**src/rtl/fetch_unit_if.sv**
```systemverilog
// fetch_unit_if: bundles the instruction-memory handshake and the decode-side hand-off.
// master (fetch_unit): drives imem_req/imem_addr, instr_valid/instr/op/pc_out, fetch_count;
//                      receives imem_ack/imem_rdata, instr_ready, pc_src/pc_branch.
// slave (memory + decode/execute side): the mirror image.
interface fetch_unit_if #(parameter int N = 64);
  logic         imem_req;
  logic [N-1:0] imem_addr;
  logic         imem_ack;
  logic [31:0]  imem_rdata;
  logic         instr_valid;
  logic         instr_ready;
  logic [31:0]  instr;
  logic [10:0]  op;
  logic [N-1:0] pc_out;
  logic         pc_src;
  logic [N-1:0] pc_branch;
  logic [31:0]  fetch_count;
  modport master (
    output imem_req, imem_addr, instr_valid, instr, op, pc_out, fetch_count,
    input  imem_ack, imem_rdata, instr_ready, pc_src, pc_branch
  );
  modport slave (
    input  imem_req, imem_addr, instr_valid, instr, op, pc_out, fetch_count,
    output imem_ack, imem_rdata, instr_ready, pc_src, pc_branch
  );
endinterface

```
**src/rtl/fetch_unit.sv**
```systemverilog
// fetch_unit: LEGv8 instruction fetch stage with PC, req/ack memory fetch and held instruction.
// clk   : rising-edge clock
// reset : asynchronous active-low reset
// bus   : fetch_unit_if master (memory handshake, instruction hand-off, redirect, fetch counter)
module fetch_unit #(
  parameter int           N        = 64,
  parameter logic [N-1:0] RESET_PC = '0
) (
  input  logic          clk,
  input  logic          reset,
  fetch_unit_if.master  bus
);
  localparam logic [1:0] START = 2'd0, FETCH = 2'd1, HOLD = 2'd2;
  logic [1:0]   state_q, state_d;
  logic [N-1:0] pc_q, pc_d, pc_out_q, pc_out_d;
  logic [31:0]  instr_q, instr_d, cnt_q, cnt_d;
  logic         ack, consume;
  assign ack     = state_q == FETCH && bus.imem_ack;
  assign consume = state_q == HOLD && bus.instr_ready;
  // pc is already incremented at the ack, so a consume only overrides it on a taken branch
  always_comb begin
    state_d  = state_q == START ? FETCH : ack ? HOLD : consume ? FETCH : state_q;
    pc_d     = ack ? pc_q + N'(4) : consume && bus.pc_src ? bus.pc_branch & ~N'(3) : pc_q;
    pc_out_d = ack ? pc_q : pc_out_q;
    instr_d  = ack ? bus.imem_rdata : instr_q;
    cnt_d    = consume ? cnt_q + 32'd1 : cnt_q;
  end
  always_ff @(posedge clk or negedge reset) begin
    if (!reset) begin
      state_q  <= START;
      pc_q     <= RESET_PC;
      pc_out_q <= '0;
      instr_q  <= '0;
      cnt_q    <= '0;
    end else begin
      state_q  <= state_d;
      pc_q     <= pc_d;
      pc_out_q <= pc_out_d;
      instr_q  <= instr_d;
      cnt_q    <= cnt_d;
    end
  end
  assign bus.imem_req    = state_q == FETCH;
  assign bus.imem_addr   = pc_q;
  assign bus.instr_valid = state_q == HOLD;
  assign bus.instr       = instr_q;
  assign bus.op          = instr_q[31:21];
  assign bus.pc_out      = pc_out_q;
  assign bus.fetch_count = cnt_q;
endmodule

```
**src/flat_wrapper.sv**
```systemverilog
// flat-port wrapper written by rule: the top's interface ports become plain ports
module fetch_unit_flat 
#(
  parameter int           N        = 64,
  parameter logic [N-1:0] RESET_PC = '0
)
  (clk, reset, bus_imem_req, bus_imem_addr, bus_instr_valid, bus_instr, bus_op, bus_pc_out, bus_fetch_count, bus_imem_ack, bus_imem_rdata, bus_instr_ready, bus_pc_src, bus_pc_branch);
  fetch_unit_if #(.N(N)) bus_i ();
  input  logic clk;
  input  logic reset;
  output wire logic [$bits(bus_i.imem_req)-1:0] bus_imem_req;
  output wire logic [$bits(bus_i.imem_addr)-1:0] bus_imem_addr;
  output wire logic [$bits(bus_i.instr_valid)-1:0] bus_instr_valid;
  output wire logic [$bits(bus_i.instr)-1:0] bus_instr;
  output wire logic [$bits(bus_i.op)-1:0] bus_op;
  output wire logic [$bits(bus_i.pc_out)-1:0] bus_pc_out;
  output wire logic [$bits(bus_i.fetch_count)-1:0] bus_fetch_count;
  input wire logic [$bits(bus_i.imem_ack)-1:0] bus_imem_ack;
  input wire logic [$bits(bus_i.imem_rdata)-1:0] bus_imem_rdata;
  input wire logic [$bits(bus_i.instr_ready)-1:0] bus_instr_ready;
  input wire logic [$bits(bus_i.pc_src)-1:0] bus_pc_src;
  input wire logic [$bits(bus_i.pc_branch)-1:0] bus_pc_branch;
  assign bus_imem_req = bus_i.imem_req;
  assign bus_imem_addr = bus_i.imem_addr;
  assign bus_instr_valid = bus_i.instr_valid;
  assign bus_instr = bus_i.instr;
  assign bus_op = bus_i.op;
  assign bus_pc_out = bus_i.pc_out;
  assign bus_fetch_count = bus_i.fetch_count;
  assign bus_i.imem_ack = bus_imem_ack;
  assign bus_i.imem_rdata = bus_imem_rdata;
  assign bus_i.instr_ready = bus_instr_ready;
  assign bus_i.pc_src = bus_pc_src;
  assign bus_i.pc_branch = bus_pc_branch;
  fetch_unit #(.N(N), .RESET_PC(RESET_PC)) u_core (.clk(clk), .reset(reset), .bus(bus_i));
endmodule
```
**config.mk**
```make
export PLATFORM = sky130hd
export DESIGN_NAME = fetch_unit_flat
export DESIGN_NICKNAME = d
export VERILOG_FILES = /design/src/rtl/fetch_unit_if.sv /design/src/rtl/fetch_unit.sv /design/src/flat_wrapper.sv
export SDC_FILE = /design/constraint.sdc
export NUM_CORES = 1
export LEC_CHECK = 0
export ABC_AREA = 1
export ABC_CLOCK_PERIOD_IN_PS = 1700
export CORE_MARGIN = 5
export CORE_UTILIZATION = 30
export CTS_CLUSTER_DIAMETER = 30
export DETAILED_ROUTE_END_ITERATION = 7
export PLACE_DENSITY = 0.65
export SETUP_SLACK_MARGIN = 0.5
export SKIP_LAST_GASP = 1
export SYNTH_ARGS = -nofsm -noshare
export SYNTH_HDL_FRONTEND = slang
export SYNTH_SLANG_ARGS = --single-unit
```
**constraint.sdc**
```tcl
create_clock -name clk -period 1.7 [get_ports clk]
set_input_delay 0.17 -clock clk [delete_from_list [all_inputs] [get_ports clk]]
set_output_delay 0.17 -clock clk [all_outputs]
set_load 0.02 [all_outputs]
```
==> metrics.txt <==
combinational cell fraction of total power=59.7%; synth-to-layout area growth=79.97%; pre-CTS WS=-0.1571 ns; highest-count cells in the layout ignoring fill and taps=nand2_1, buf_4, nor2_1; global route overflow=0; slowest stage cell on the critical path=dfrtp_2; Maximum Capacitance Violations=0; part of the Yosys area used for sequential elements=45.11%; most common cell after layout, fill and taps aside=nand2_1; total I/O pin count=306; critical path capture point type=register; leakage=8.767 nW; startpoint kind of the worst setup timing path=register; critical path type=register to register; top cell type's share of synthesized area=45.11%; internal power of the cells=17.65 mW; antenna diode instance count=0; fin. max-slew vios=0; maximum number of pins on one net before global-route repair=64; number of violations reported at the end of detailed-routing iteration 0=763; post-synthesis cell area=0.01054 sq mm; multi-input gate area in the final layout=0.006285 sq mm; Clock Sinks=190; area of the core=0.03463 sq mm; Critical Path, Cell by Cell=nor2_4, buf_6, buf_12, nand2_8, nand2_8, buf_12, clkbuf_16, o21ai_2, nor2_1, nor2_1; Total Nets Final=2183; ratio of cells with drive above 1 in the final layout=42.00%; maximum root-to-sink buffer count=2; antenna violations before repair=1; sequential share of power=27.1%; cell family contributing the most delay on the critical path=simple AND/OR/NAND/NOR gates; Mean Syn Cell Area=7.003 sq um; post-route clock skew=0.01271 ns; Cell variety after synth=41; net switching power=13.78 mW; routed vias=12126; top achievable clock speed=0.5702 GHz; final worst setup slack=-0.05389 ns; power per standard cell area=1657 mW/mm^2; count of placed standard cells in the final layout, fillers left out=2548; dominant cells by area after synthesis=dfrtp_1, nand2_1, nor2_1; # rows=68; Required @ worst endpoint=2.04 ns; DPL Wire Length=33180 um; Initial DRT Pass Iterations=5; Yosys top cell by area=dfrtp_1; number of nets with antenna violations after routing=0; setup repair after global routing missed its margin=yes; number of levels the H-tree was split into=4; endpoint arrival time on the critical path=2.10 ns; detail-routed net length per standard cell=18.50 um; outcome=complete, but fails checks; Final Critical Period=1.754 ns; buffer and inverter count on the worst path=4; register area=0.004865 sq mm; clock share of power=13.1%; final hold violations=0; number of global-route vias before repair=12029; Sw Share=43.84%; number of cells produced by synthesis=1505; Max VDD drop=0.0009043 V; CTS root buffer=clkbuf_16; total CTS buffers=17; maximum single-stage delay on the critical path=0.43 ns; final worst path period share=103.2%; number of fill cells in the layout=3146; synthesis warning total=0; starting utilization of the core area=30.43%; FF+latch count, synth=190; wire length reported by the detailed router=47140 um; number of buffers added on ports=299; GRT Total Usage=22.26%; area enclosed by the die boundary=0.03898 sq mm; clock latency at the later pin of the worst-skew pair=0.46 ns; via-per-instance ratio=4.759; Post-Place Cells=2360; maximum fanout along the worst path=6; final weighted congestion in routability-driven placement=0.9276; classification of the worst-slack hold path=input pin to asynchronous set/reset pin; Die H=197.4 um; DRC violations left=0; CTS tree=done; DIE WIDTH=197.4 um; worst max-slew margin expressed relative to the limit=62.35%; violations in the final reports=setup timing; slew at the pin closest to its max-slew limit=0.5647 ns; wire length of the first global-routing pass=67750 um; clock transition at the registers of the reported paths=0.07 ns; Finish-stage setup viols=21
-- layer usage --
metal | up-vias | part of all wire [%] | track usage (%)
li1 | 5871 | - | -
met1 | 5814 | 41 | 28.11
met2 | 372 | 50 | 38.05
met3 | 67 | 6.5 | 5.066
met4 | 2 | 2.6 | 6.780
met5 | - | 0.028 | 0
-- synth_stat cells --
cell type / instances
nor2_4: 3
or2_0: 3
a32oi_1: 1
o21ai_1: 15
nand4_1: 17
conb_1: 1
inv_1: 117
ha_1: 2
nor3_2: 1
inv_2: 4
mux2_2: 1
buf_6: 1
a31oi_1: 5
xor2_1: 19
nor2_2: 10
o211ai_1: 1
nor3b_1: 1
nand3_4: 1
o21a_1: 15
xnor2_1: 8
nand3_1: 53
or2_1: 2
dfrtp_1: 190
nand2_1: 547
o221a_2: 1
buf_4: 19
a31o_2: 2
o21ai_0: 114
clkbuf_1: 11
nand2_2: 4
o22ai_1: 2
nor2_1: 254
buf_2: 32
a21oi_1: 16
nand3b_1: 7
or2_2: 1
nand2_4: 2
buf_1: 1
nor3_1: 19
a21oi_2: 1
nor3_4: 1
-- final timing paths --
check / endpoint / cells past startpoint / slack (ns) / start
max: u_core.bus.imem_addr[48] / 10 / -0.05 / u_core.state_q[1]
min: u_core.bus.fetch_count[22] / 2 / 0.24 / reset
max reg2reg: u_core.bus.imem_addr[48] / 10 / -0.05 / u_core.state_q[1]
min reg2reg: u_core.bus.instr[12] / 2 / 0.47 / u_core.bus.instr[12]
max in group asynchronous: u_core.bus.fetch_count[21] / 3 / 0.71 / reset
min in group clk: u_core.bus.instr[11] / 3 / 0.25 / bus_imem_rdata[11]
-- cell families (layout without fill, tap and decap cells) --
group	count (synthesis)	after routing	synth area share, %
adders and majority gates	2	2	0.2374
buffers and inverters	185	768	7.717
xor gates and xnor gates	27	27	2.244
muxes	1	1	0.1068
AOI/OAI and AO/OA	173	173	8.881
and+or+nand+nor	926	928	35.66
DFF	190	190	45.11
other	1	4	0.03558
-- per-stage QoR --
step,setup TNS [ns],cell area (sq um),power [mW],util (%),hold slack (ns)
2_1_floorplan,0,11230,15.72,-,-0.1256
3_3_place_gp,-3.339,15620,23.10,45.12,0.1784
3_5_place_dp,-5.234,15620,23.28,45.12,0.1704
4_1_cts,0,17450,29.49,50.39,0.2253
5_1_grt,-4.476,18970,33.27,54.77,0.2473
6_report,-0.4711,18970,31.42,54.77,0.2433
-- flip-flops by register name (all words and copies together) (netlist names) --
name                    flops
u_core.bus.imem_addr       62
u_core.bus.pc_out          62
u_core.bus.fetch_count     32
u_core.bus.instr           32
u_core.state_q              2
-- power groups by stage --
stage               Combinational [mW]  Clock [mW]  Sequential, mW
floorplan                         5.40           0            10.3
global placement                  14.8           0            8.32
detailed placement                14.9           0            8.34
CTS                               16.9        4.23            8.31
global route                      20.1        4.40            8.77
finish                            18.8        4.12            8.53
-- layout make-up --
type                            count  share of cell area (%)
Multi-Input combinational cell   1135                   33.14
Clock buffer                       18                   2.315
Timing Repair Buffer              614                   32.59
Timing Repair inverter              1                 0.08576
Sequential cell                   190                   25.65
Inverter                          121                   2.513
Tap cell                          455                   3.002
Clock inverter                     14                  0.7125
-- what timing repair did --
| item | CTS | global route |
|---|---|---|
| hold buffers | 1 | 0 |
| resized for setup | 554 | 643 |
| setup buffers | 67 | 65 |
| cloned | 11 | 12 |
| pin swaps | 37 | 72 |
| endpoints found under the setup margin | 389 | 390 |
| hold endpoints to repair | 46 | 0 |
(Power assumes the default switching activity.)
==> variant: new RTL, config.mk and constraints unchanged <==
`instr_q` no longer has a reset.
--- a/src/rtl/fetch_unit.sv
+++ b/src/rtl/fetch_unit.sv
@@ -31,5 +31,4 @@
       pc_q     <= RESET_PC;
       pc_out_q <= '0;
-      instr_q  <= '0;
       cnt_q    <= '0;
     end else begin
@@ -37,7 +36,10 @@
       pc_q     <= pc_d;
       pc_out_q <= pc_out_d;
-      instr_q  <= instr_d;
       cnt_q    <= cnt_d;
     end
+  end
+
+  always_ff @(posedge clk) begin
+    instr_q <= instr_d;
   end
   assign bus.imem_req    = state_q == FETCH;
Behaviour: differs if reset is asserted again (counterexample within 4 cycles, from zero or initial values and one cycle with reset low); with reset held inactive, the same outputs for 10 cycles.
==> variant against the original RTL <==
  * The flow still finishes with violations (negative setup slack)
  * Worst setup slack worse by 0.0071 ns
  * Final area is 4.4% lower
  * Total power is 10% lower
  * Wire length is 6.6% lower
  * Core utilization is 0.71 points lower
  * Final cell count is 6.7% lower
  * Synthesized area is 3.2% lower
  * Sequential cell count stayed put
  * Critical endpoint is now u_core.bus.imem_addr[35]
  * Largest cell class is now buffers
==> variant: results (changes against the original RTL) <==
[metrics] status: finished, violations left
[metrics] violations in the final reports: negative setup slack
[metrics] accumulated negative setup slack: -0.2623 ns (+0.2088 ns)
[metrics] depth of the CTS H-tree: 4 (unchanged)
[metrics] fraction of final layout cells sized beyond drive strength 1: 42.53% (+0.53 points)
[metrics] number of flops mapped to enable cells by yosys: 32 (+32)
[metrics] Starting DRT DRC Count: 639 (-16%)
[metrics] Peak VDD IR: 1.037 mV (+15%)
[metrics] Setup Skew: 0.01523 ns (+0.002515 ns)
[metrics] crit path kind: register to register
[metrics] antenna violations before repair: 1 (unchanged)
[metrics] number of port buffers: 299 (unchanged)
[metrics] CP Capture Point: u_core.bus.imem_addr[35]
[metrics] clk_lat worst skew: 0.46 ns (about the same)
[metrics] number of warnings reported in the yosys synthesis log: 0 (unchanged)
[metrics] Setup WS post-layout: -0.06100 ns (-0.007105 ns)
[metrics] FF-to-FF Start: u_core.bus.imem_addr[4]
[metrics] number of filler cells placed in the layout: 3,062 (-2.7%)
[metrics] cell type of the slowest stage on the worst timing path: dfrtp_2
[metrics] largest net degree at the start of global routing: 50 (-22%)
[metrics] dominant delay contributor by cell family on the critical path: simple AND/OR/NAND/NOR gates
[metrics] via total after detailed routing: 11,490 (-5.3%)
[metrics] leading register cell type out of synthesis: dfrtp_1
[metrics] worst relative slew slack: 60.40% (-1.9 points)
[metrics] clock root buffer: clkbuf_16
[metrics] top cells by area, synth: dfrtp_1, nand2_1, edfxtp_1, nor2_1, o21ai_0
[metrics] count of nets after finishing: 2,018 (-7.6%)
[metrics] global placer's final weighted congestion: 0.9945 (+7.2%)
[metrics] HPWL after DPL: 31,650 um (-4.6%)
[metrics] CP peak stage delay: 0.43 ns (about the same)
[metrics] number of setup violations in the final report: 11 (-48%)
[metrics] leakage power: 8.358 nW (-4.7%)
[metrics] global-route wire length before repair: 63,640 um (-6.1%)
[metrics] path type of the worst min-delay path: input pin to async pin
[metrics] TritonCTS buffer count: 17 (unchanged)
[metrics] critical path arrival: 2.11 ns
[metrics] most instantiated cells after synthesis: nand2_1, nor2_1, dfrtp_1
[metrics] worst slack after detailed placement: -0.1088 ns (+0.04828 ns)
[metrics] count of different cell masters after synthesis: 49 (+20%)
[metrics] crit-path max FO: 5 (-1)
[metrics] share of the yosys chip area belonging to registers: 48.19% (+3.1 points)
[metrics] count of TritonRoute iterations in the first routing pass: 5 (unchanged)
[metrics] clock-pin slew on the worst setup and hold paths: 0.08 ns
[metrics] Synth async-reset ratio: 83.16% (-17 points)
[metrics] global-route total usage across every layer: 21.47% (-0.79 points)
[metrics] routed length per instance: 18.53 um (+0.15%)
[metrics] Bufs on Longest Clock Path: 2 (unchanged)
[metrics] number of cells on the worst reg-to-reg path: 9 (-1)
[metrics] most common cell after layout, fill and taps aside: nand2_1
-- variant: kinds of logic after synthesis --
group | Yosys count | synth area share (%)
DFF | 190 | 48.19
AOI/OAI and AO/OA | 185 | 9.619
adders and majority gates | 2 | 0.2453
buffers and inverters | 200 | 8.895
and+or+nand+nor | 749 | 30.70
other | 1 | 0.03677
xor gates and xnor gates | 27 | 2.319
-- variant: layer usage --
| layer | share of wire [%] | vias to the layer above | GRT usage [%] | wire length (um) |
|---|---|---|---|---|
| li1 | - | 5460 | - | - |
| met1 | 42 | 5522 | 28.21 | 18610 |
| met2 | 48 | 429 | 35.77 | 21260 |
| met3 | 6.8 | 74 | 4.744 | 3012 |
| met4 | 2.6 | 2 | 6.224 | 1147 |
| met5 | 0.025 | - | 0 | 11 |
-- variant: cell type report --
type | count | area share [%]
timing repair buffer | 594 | 32.16
multi-input combinational | 968 | 30.77
sequential | 190 | 27.65
inverter | 142 | 3.209
tap | 448 | 3.092
clock buffer | 21 | 2.429
clock inverter | 11 | 0.5245
timing repair inverter | 2 | 0.1518
antenna | 1 | 0.01380
-- variant: report_power, final --
part           switching (mW)  total (mW)  internal [mW]  leakage, nW
sequential               1.68        8.10           6.42         2.14
combinational            8.69        16.2           7.52         5.97
clock                    1.85        3.87           2.01        0.257
total                    12.2        28.2           15.9         8.36
-- variant: timing repair --
action                     4_1_cts  5_1_grt
cloned                           7       11
gates resized for setup        638      502
setup buffers                   48       68
pin swaps                       22       55
setup endpoints to repair      389      390
hold buffers                     1        0
hold endpoints to repair        43        0
-- variant: metrics by stage --
step | cell area (um^2) | hold slack, ns | utilization, % | instances
floorplan | 10830 | -0.1256 | - | 1357
global placement | 15200 | 0.1782 | 45.33 | 2209
detailed placement | 15200 | 0.1846 | 45.33 | 2209
CTS | 16590 | 0.2474 | 49.48 | 2297
global route | 18130 | 0.2561 | 54.06 | 2376
finish | 18130 | 0.2622 | 54.06 | 2377
-- variant: how the worst min path moves through the flow --
| stage | cells past startpoint | slack, ns | end | from |
|---|---|---|---|---|
| 2_1_floorplan | 0 | -0.13 | u_core.bus.fetch_count[0] | reset |
| 3_3_place_gp | 1 | 0.18 | u_core.bus.pc_out[9] | reset |
| 3_5_place_dp | 1 | 0.18 | u_core.bus.pc_out[7] | reset |
| 4_1_cts | 1 | 0.25 | u_core.bus.instr[1] | bus_imem_rdata[1] |
| 5_1_grt | 1 | 0.26 | u_core.bus.instr[10] | bus_imem_rdata[10] |
| 6_report | 2 | 0.26 | u_core.bus.pc_out[11] | reset |
-- variant: worst register-to-register path: cells and delay by family, from the launching register on --
kind | cells | cell delay [ns]
buf+inv | 1 | 0.03
flops | 1 | 0.43
simple gates | 8 | 1.20
